[config.mk]
export PLATFORM = sky130hd
export DESIGN_NAME = ecc_csr_bank
export DESIGN_NICKNAME = d
export VERILOG_FILES = /design/src/rtl/ecc_csr_pkg.sv /design/src/rtl/csr_word_reg.sv /design/src/rtl/ecc_csr_bank.sv
export SDC_FILE = /design/constraint.sdc
export NUM_CORES = 1
export LEC_CHECK = 0
export ABC_AREA = 1
export CAP_MARGIN = 20
export CORE_UTILIZATION = 29
export DETAILED_ROUTE_END_ITERATION = 7
export PLACE_DENSITY = 0.57
export SLEW_MARGIN = 20
export SYNTH_ARGS = -nofsm -noshare
export SYNTH_HDL_FRONTEND = slang
export SYNTH_SLANG_ARGS = --single-unit
[constraint.sdc]
create_clock -name Clk -period 2.6 [get_ports Clk]
set_input_delay 0.52 -clock Clk [delete_from_list [all_inputs] [get_ports Clk]]
set_output_delay 0.52 -clock Clk [all_outputs]
set_load 0.01 [all_outputs]
[src/rtl/ecc_csr_pkg.sv]
// ecc_csr_pkg: FSM states, CSR address helpers and byte-lane merge for ecc_csr_bank
package ecc_csr_pkg;
  localparam int MAX_W = 256;
  typedef enum logic [1:0] {S_IDLE, S_START, S_BUSY, S_DONE} state_t;
  function automatic int start_addr(input int aw);
    return (1 << aw) - 2;
  endfunction
  function automatic int done_addr(input int aw);
    return (1 << aw) - 1;
  endfunction
  function automatic logic [MAX_W-1:0] byte_merge(input logic [MAX_W-1:0] old_w, input logic [MAX_W-1:0] new_w, input logic [MAX_W/8-1:0] be);
    byte_merge = old_w;
    for (int i = 0; i < MAX_W / 8; i++)
      if (be[i]) byte_merge[i*8 +: 8] = new_w[i*8 +: 8];
  endfunction
endpackage

[src/rtl/csr_word_reg.sv]
// csr_word_reg: one byte-writable CSR word with a priority full-word parallel load
module csr_word_reg
  import ecc_csr_pkg::*;
#(
  parameter int DATA_W = 32
) (
  input  logic              clk,
  input  logic              rst,
  input  logic              we,
  input  logic [DATA_W/8-1:0] be,
  input  logic [DATA_W-1:0] wdata,
  input  logic              ld,
  input  logic [DATA_W-1:0] ld_data,
  output logic [DATA_W-1:0] q
);
  logic [DATA_W-1:0] data_q, data_d;
  always_comb data_d = ld ? ld_data : we ? DATA_W'(byte_merge(MAX_W'(data_q), MAX_W'(wdata), (MAX_W/8)'(be))) : data_q;
  always_ff @(posedge clk) data_q <= rst ? '0 : data_d;
  assign q = data_q;
endmodule

[src/rtl/ecc_csr_bank.sv]
// ecc_csr_bank: Avalon-MM CSR bank for an ECC core (optional irq output via ECC_CSR_IRQ_EN)
module ecc_csr_bank
  import ecc_csr_pkg::*;
#(
  parameter int DATA_W    = 32,
  parameter int MSG_WORDS = 8,
  parameter int KEY_WORDS = 8,
  parameter int ADDR_W    = 5
) (
  input  logic                        Clk,
  input  logic                        Reset,
  input  logic                        AVL_CS,
  input  logic                        AVL_READ,
  input  logic                        AVL_WRITE,
  input  logic [ADDR_W-1:0]           AVL_ADDR,
  input  logic [DATA_W/8-1:0]         AVL_BYTE_EN,
  input  logic [DATA_W-1:0]           AVL_WRITEDATA,
  output logic [DATA_W-1:0]           AVL_READDATA,
  output logic [MSG_WORDS*DATA_W-1:0] msg_out,
  output logic                        start_o,
  input  logic                        core_done_i,
  input  logic [KEY_WORDS*DATA_W-1:0] key_in
`ifdef ECC_CSR_IRQ_EN
  ,output logic                       irq
`endif
);
  localparam logic [ADDR_W-1:0] START_A = ADDR_W'(start_addr(ADDR_W));
  localparam logic [ADDR_W-1:0] DONE_A  = ADDR_W'(done_addr(ADDR_W));
  state_t state_q, state_d;
  logic done_q, done_d;
  logic [DATA_W-1:0] rdata_q, rdata_d, rd_word, start_rd;
  logic [DATA_W-1:0] msg_w [MSG_WORDS];
  logic [DATA_W-1:0] key_w [KEY_WORDS];
  logic wr, rd, busy, capture, start_wr, done_clr;
  assign wr       = AVL_CS & AVL_WRITE;
  assign rd       = AVL_CS & AVL_READ;
  assign busy     = (state_q == S_START) || (state_q == S_BUSY);
  assign capture  = (state_q == S_BUSY) && core_done_i;
  assign start_wr = wr && AVL_ADDR == START_A && AVL_BYTE_EN[0] && AVL_WRITEDATA[0];
  assign done_clr = wr && AVL_ADDR == DONE_A && AVL_BYTE_EN[0] && AVL_WRITEDATA[0];
  assign start_o  = state_q == S_START;
  for (genvar g = 0; g < MSG_WORDS; g++) begin : g_msg
    csr_word_reg #(.DATA_W(DATA_W)) u_reg (
      .clk(Clk), .rst(Reset), .we(wr && !busy && AVL_ADDR == ADDR_W'(g)), .be(AVL_BYTE_EN),
      .wdata(AVL_WRITEDATA), .ld(1'b0), .ld_data('0), .q(msg_w[g])
    );
    assign msg_out[g*DATA_W +: DATA_W] = msg_w[g];
  end
  for (genvar g = 0; g < KEY_WORDS; g++) begin : g_key
    csr_word_reg #(.DATA_W(DATA_W)) u_reg (
      .clk(Clk), .rst(Reset), .we(1'b0), .be('0), .wdata('0),
      .ld(capture), .ld_data(key_in[g*DATA_W +: DATA_W]), .q(key_w[g])
    );
  end
`ifdef ECC_CSR_IRQ_EN
  logic irq_en_q, irq_en_d, irq_q, irq_d;
  always_comb begin
    irq_en_d = (wr && AVL_ADDR == START_A && AVL_BYTE_EN[0]) ? AVL_WRITEDATA[1] : irq_en_q;
    irq_d    = done_q & irq_en_q;
  end
  always_ff @(posedge Clk) begin
    irq_en_q <= Reset ? 1'b0 : irq_en_d;
    irq_q    <= Reset ? 1'b0 : irq_d;
  end
  assign irq      = irq_q;
  assign start_rd = DATA_W'({irq_en_q, busy});
`else
  assign start_rd = DATA_W'(busy);
`endif
  always_comb begin
    state_d = state_q;
    case (state_q)
      S_IDLE:  state_d = start_wr ? S_START : S_IDLE;
      S_START: state_d = S_BUSY;
      S_BUSY:  state_d = capture ? S_DONE : S_BUSY;
      S_DONE:  state_d = start_wr ? S_START : done_clr ? S_IDLE : S_DONE;
      default: state_d = S_IDLE;
    endcase
    done_d = capture ? 1'b1 : (state_q == S_DONE && (start_wr || done_clr)) ? 1'b0 : done_q;
  end
  always_comb begin
    rd_word = '0;
    for (int i = 0; i < MSG_WORDS; i++)
      if (AVL_ADDR == ADDR_W'(i)) rd_word = msg_w[i];
    for (int i = 0; i < KEY_WORDS; i++)
      if (AVL_ADDR == ADDR_W'(MSG_WORDS + i)) rd_word = key_w[i];
    if (AVL_ADDR == START_A) rd_word = start_rd;
    if (AVL_ADDR == DONE_A) rd_word = DATA_W'(done_q);
    rdata_d = rd ? rd_word : rdata_q;
  end
  always_ff @(posedge Clk) begin
    state_q <= Reset ? S_IDLE : state_d;
    done_q  <= Reset ? 1'b0 : done_d;
    rdata_q <= Reset ? '0 : rdata_d;
  end
  assign AVL_READDATA = rdata_q;
endmodule
==> Yosys cells after proc, flatten, opt, wreduce, memory -nomap -nowiden <==
Cells that the tools add are included.
{ "word_totals": {"ff_bits": 547} }
{ "classes": {"n_eq_ne": 20, "n_mux": 25, "bitwise_logic": 2, "reduce_logical": 55} }
{ "ops": {"columns": ["op", "count"], "rows": [
  ["$mux W32", 18],
  ["$reduce_and A2 Y1", 32],
  ["$eq A5 B4 Y1 const B", 8],
  ["$eq A5 B3 Y1 const B", 4],
  ["$logic_and A1 B1 Y1", 17],
  ["$eq A5 B2 Y1 const B", 2],
  ["$eq A5 B5 Y1 const B", 2],
  ["$pmux W2 S4", 1],
  ["$eq A5 B1 Y1 const B", 1],
  ["$logic_not A5 Y1", 1],
  ["$eq A2 B2 Y1 const B", 2],
  ["$mux W1", 4],
  ["$mux W2", 2],
  ["$and A1 B1 Y1", 2],
  ["$eq A2 B1 Y1 const B", 1],
  ["$logic_not A2 Y1", 1],
  ["$logic_or A1 B1 Y1", 2],
  ["$reduce_bool A2 Y1", 1],
  ["$logic_not A1 Y1", 1]
]} }

==> Longest topological paths before layout <==
{ "logic_depth": {"depth_word": 19, "depth_mapped": 17, "ltp_nobuf": 17} }

==> Cells and area by module <==
From an unflattened synthesis, not the netlist that was laid out.
{ "unflattened": {"cells_unflattened": 6153, "hier_area_um2": 34805.9} }
{ "modules_own_cells": {"columns": ["mod", "instances", "cells_each", "area_per_inst_um2", "seq_area_each_um2"], "rows": [
  ["csr_word_reg", 16, 312, 1821.7, 640.6],
  ["ecc_csr_bank", 1, 1161, 5657.9, 700.7]
]} }

==> Worst setup path before layout <==
Ideal clock, no wire load.
{ "synth_path": {"path_type": "register -> register", "from": "register state_q[0]", "to": "register g_msg[0].u_reg.data_q[5]", "arrival_time_ps": 1797, "required_ps": 2472, "path_slack_ps": 675, "stages_incl_launch_ff": 9, "n_path_buf": 2, "path_cell_list": "dfxtp_1 inv_1 ha_1 nor2_1 clkbuf_1 nand3_1 clkbuf_1 o21ai_0 a21oi_1"} }
{ "synth_between": {"elab_chain_cells": 6, "word_cells_on_any_way": 7} }
{ "synth_rtl": {"columns": ["element", "line", "text"], "rows": [
  ["start: declaration", "ecc_csr_bank.sv:29", "state_t state_q, state_d;"],
  ["start signal: assignment", "ecc_csr_bank.sv:92", "state_q <= Reset ? S_IDLE : state_d;"],
  ["$eq A2 B1 Y1 or $eq A2 B2 Y1 (tied branches)", "ecc_csr_bank.sv:37", "assign busy = (state_q == S_START) || (state_q == S_BUSY);"],
  ["$logic_or A1 B1 Y1 *", "ecc_csr_bank.sv:37", null],
  ["$logic_not A1 Y1 *", "ecc_csr_bank.sv:44", ".clk(Clk), .rst(Reset), .we(wr && !busy && AVL_ADDR == ADDR_W'(g)), .be(AVL_BYTE_EN),"],
  ["$logic_and A1 B1 Y1 * (2 in a row)", "ecc_csr_bank.sv:44", null],
  ["$reduce_and A2 Y1 (no source line) *", null, null],
  ["end signal: assignment", "csr_word_reg.sv:18", "always_ff @(posedge clk) data_q <= rst ? '0 : data_d;"],
  ["end: declaration", "csr_word_reg.sv:16", "logic [DATA_W-1:0] data_q, data_d;"]
]} }
Mark *: on every way between the ends. The rest lies on a longest branch, timed or not.
A chain may end at the register's enable or synchronous reset.

==> Final worst setup path <==
{ "layout_path": {"from": "register state_q[1]", "to": "output start_o"} }
{ "layout_between": {"elab_chain_cells": 1} }
{ "layout_rtl": {"columns": ["element", "line", "text"], "rows": [
  ["$eq A2 B1 Y1", "ecc_csr_bank.sv:41", "assign start_o = state_q == S_START;"],
  ["end: declaration", "ecc_csr_bank.sv:20", "output logic start_o,"]
]} }
No other way between the ends.

==> key figures <==
Status
  – Status: complete, no violations

Synthesis
  – Seq/Total Area, Yosys: a little under half
  – Net count after synthesis: roughly 3,600
  – Syn avg cell area: around 7.0 um^2
  – Post-Synthesis Cells: 3,306
  – Synth Cell Area: 0.0232 mm^2
  – Synth area leaders: dfxtp_1 47%, o21ai_0 13%, a21oi_1 8.7%
  – Seq cells post-synth: between 500 and 600
  – Library cells used by synthesis: 32
  – Cell taking the most area after synthesis: dfxtp_1
  – Yosys warning total: 0
  – Synth top area share: 47.3%

Drt
  – Via count: 24,600
  – Drt pass-1 iters: 6
  – WL/cell: around 21 um
  – DR vias/cell: between 4 and 5
  – Post-Route WL: about 110 mm
  – Antenna violation net count after detailed routing: 0
  – Post-route DRC: 0
  – DR iter-0 viols: about 2,200

Timing
  – Fin. Hold Viols: 0
  – Minimum hold slack: approximately 0.34 ns
  – Setup Viol. Count Final: 0
  – Accumulated negative setup slack: 0 ns
  – Max Fclk: ~430 MHz
  – Worst Max-Slew Pin Slew: around 0.61 ns
  – Min Tclk post-route: ~2.3 ns
  – Crit share post-route: about nine tenths
  – Worst slew margin: approximately three fifths
  – Layout Skew: between 0.04 and 0.05 ns
  – RSZ-0062 raised after global routing: no
  – Slew Viols, Final: 0

Placed design
  – PortBufs: roughly 590
  – Placer Congestion: ~0.9
  – Dpl hpwl: around 84 mm

Worst setup path
  – Reg2Reg Depth: 12
  – R2r endpoint: AVL_READDATA[26]$_SDFFE_PP0P_
  – Crit end category: primary output
  – Reg2reg setup slack: ~0.48 ns
  – Worst r2r src: g_msg[0].u_reg.q[26]$_SDFFE_PP0P_
  – Setup Crit Path Kind: flip-flop to primary output
  – Slowest stage delay, CP: between 0.5 and 0.6 ns
  – Crit path capture: start_o
  – Crit-path leading delay family: buffers and inverters
  – Critical Path Start Type: flip-flop
  – CP required: between 2 and 2.5 ns
  – Crit path cell chain: inv_1 > ha_1 > clkdlybuf4s50_1
  – Critical path origin: state_q[1]$_SDFF_PP0_
  – Critical path depth: 3
  – Arrival time at the worst endpoint: between 1.5 and 2 ns
  – Slowest CP cell: clkdlybuf4s50_1
  – Crit path max fanout: 4
  – Crit path buf inv count: 2

Pwr
  – Clock power frac: between 40 and 50%
  – Max IR drop VDD: roughly 0.00055 V
  – Power per Cell Area: between 500 and 600 mW/mm^2
  – Part of the power in registers: 44.2%
  – Switch share: between 20% and 30%
  – P_sw: around 0.0048 W
  – Int Power: ~0.015 W
  – Logic pwr share: 9.4%
  – Cell leakage power: about 12 nW

CTS
  – CTS root buf: clkbuf_16
  – Num CTS Buffers: 59
  – Clock buffer depth: 3
  – Hold Buf Count CTS: 0
  – H-Tree Depth: 2
  – Clk Latency, worst-skew pair: ~0.65 ns
  – Worst-path clk slew: about 0.06 ns
  – Clock sinks: about 550
  – CTS tree: done
  – Post-CTS setup buffers: 0

GRT
  – Vias in the first global route: ~23,000
  – GRT Util Overall: between 20% and 30%
  – Largest net degree at the start of global routing: slightly below 100
  – Initial antenna violation count: 19
  – Overflow left after global routing: 0
  – First-pass GRT wire length: roughly 150 mm

Hold path
  – Worst hold path depth: 4
  – Hold Path Class: input pin to flip-flop
  – Min-delay src: Reset

Finish
  – Area growth from synthesis to layout: 46.9%
  – Layout cells sized above 1: under 10%
  – Nets: around 4,300

Floorplan
  – IO Pins: around 590
  – Chip Height: around 280 um
  – DIE WIDTH: 285 um
  – Initial Utilization: around 29%
  – Row Count: approximately 100
  – Die Area: ~0.081 mm^2
  – Core box area: slightly below 0.08 mm^2

Run
  – Max-cap viol count: 0
==> placed cells by master (no fill, tap or decap), drive strengths merged <==
master and n:
nand4 67, clkinv 10, clkdlybuf4s50 585, o41ai 1
dlymetal6s2s 5, bufinv 7, nor2 477, or2 6
clkbuf 88, clkinvlp 4, nand3b 4, o22ai 9
nor3 5, diode 8, dfxtp 547, ha 4
nand3 70, o211ai 2, a21boi 3, a21oi 402
o21ai 610, o2111ai 12, buf 234, nand2 431
inv 437, a221oi 1, nor4 5
==> worst min path at each step <==
| stage | endpoint | slack (ns) |
|---|---|---|
| after global placement | g_key[3].u_reg.q[12]$_SDFFE_PP0P_ | 0.44 |
| after floorplan | g_key[1].u_reg.q[11]$_SDFFE_PP0P_ | 0.42 |
| final | g_key[5].u_reg.q[11]$_SDFFE_PP0P_ | 0.34 |
| after detailed placement | g_key[3].u_reg.q[17]$_SDFFE_PP0P_ | 0.44 |
| after CTS | g_key[4].u_reg.q[27]$_SDFFE_PP0P_ | 0.33 |
| after global routing | g_key[7].u_reg.q[29]$_SDFFE_PP0P_ | 0.34 |
==> routing by layer <==
layer | up-vias | track usage (%) | wire length, um
met5 | - | 0 | 80
met4 | 12 | 9.07 | 3770
met3 | 157 | 5.09 | 8090
met2 | 1001 | 41.6 | 49600
met1 | 11400 | 32.6 | 44800
li1 | 12100 | - | -
==> metrics by stage <==
| step | cell area (um^2) | std cells | setup slack [ns] | total power, W | util, % |
|---|---|---|---|---|---|
| after global routing | 34000 | 5081 | 0.179 | 0.0203 | 43.0 |
| final | 34000 | 5084 | 0.282 | 0.0197 | 43.1 |
| after global placement | 31800 | 4967 | -0.731 | 0.0107 | 40.3 |
| after floorplan | 23200 | 3306 | 0.675 | 0.00958 | - |
| after CTS | 34000 | 5076 | 0.0262 | 0.0198 | 43.0 |
| after detailed placement | 31800 | 4967 | -0.715 | 0.0107 | 40.3 |
==> power groups by stage <==
stage	logic (W)	clock network (W)	registers, W
detailed placement	0.00185	0	0.00887
floorplan	0.000736	0	0.00885
finish	0.00185	0.00912	0.00868
global placement	0.00184	0	0.00886
global route	0.00202	0.00960	0.00870
CTS	0.00186	0.00923	0.00868
==> sequential cells by signal (all words and copies together), names as in the netlist <==
signal,flops
done_q,1
g_key.u_reg.q,256
g_msg.u_reg.q,256
state_q,2
AVL_READDATA,32
==> cell families (layout without fill, tap and decap cells) <==
group           after synthesis  count (layout)  share of synthesized area (%)
compound gates             1040            1040                           22.8
fa+ha+maj                     4               4                          0.216
buf+inv                     650            1370                           10.9
flops                       547             547                           47.3
other cells                   0               8                              0
simple gates               1065            1065                           18.8
==> cell type report <==
| class | count | area (um^2) |
|---|---|---|
| antenna | 8 | 20.0 |
| inverter | 437 | 1650 |
| clock inverter | 21 | 348 |
| multi-input combinational | 2109 | 9770 |
| timing repair buffer | 824 | 8200 |
| sequential | 547 | 11000 |
| clock buffer | 88 | 1770 |
| fill | 8014 | 45000 |
| tap | 1050 | 1310 |
==> cells in the mapped netlist <==
cell type and count:
o21ai_0 601, or2_2 6, nand4_1 67, nand2_1 429
o22ai_1 9, a21boi_0 1, nor2_1 466, buf_1 6
clkbuf_1 168, nor3_1 5, inv_2 9, o21ai_1 9
nand3_1 70, buf_4 8, o2111ai_1 12, inv_1 427
nand3b_1 4, nor2_4 6, a21oi_1 402, buf_2 29
clkinv_1 1, nand2_2 2, a21boi_1 2, o41ai_1 1
o211ai_1 2, a221oi_1 1, nor4_1 5, nor2_2 5
clkbuf_2 1, buf_6 1, dfxtp_1 547, ha_1 4
==> worst register-to-register path, cell delays in order (launching register included) <==
cell	delay [ns]
dfxtp_1	0.37
nand2_1	0.13
o21ai_0	0.14
nor4_2	0.29
buf_4	0.18
nand4_1	0.07
nand2_1	0.15
nand4_1	0.10
buf_4	0.18
nor2_1	0.15
nand3_1	0.11
nand2_1	0.07
a21oi_1	0.06
==> what timing repair did <==
| item | in CTS | in global routing |
|---|---|---|
| gates resized for setup | 4 | 10 |
| pin swaps | 0 | 5 |
| endpoints found under the setup margin | 4 | 14 |
(Power assumes the default switching activity.)
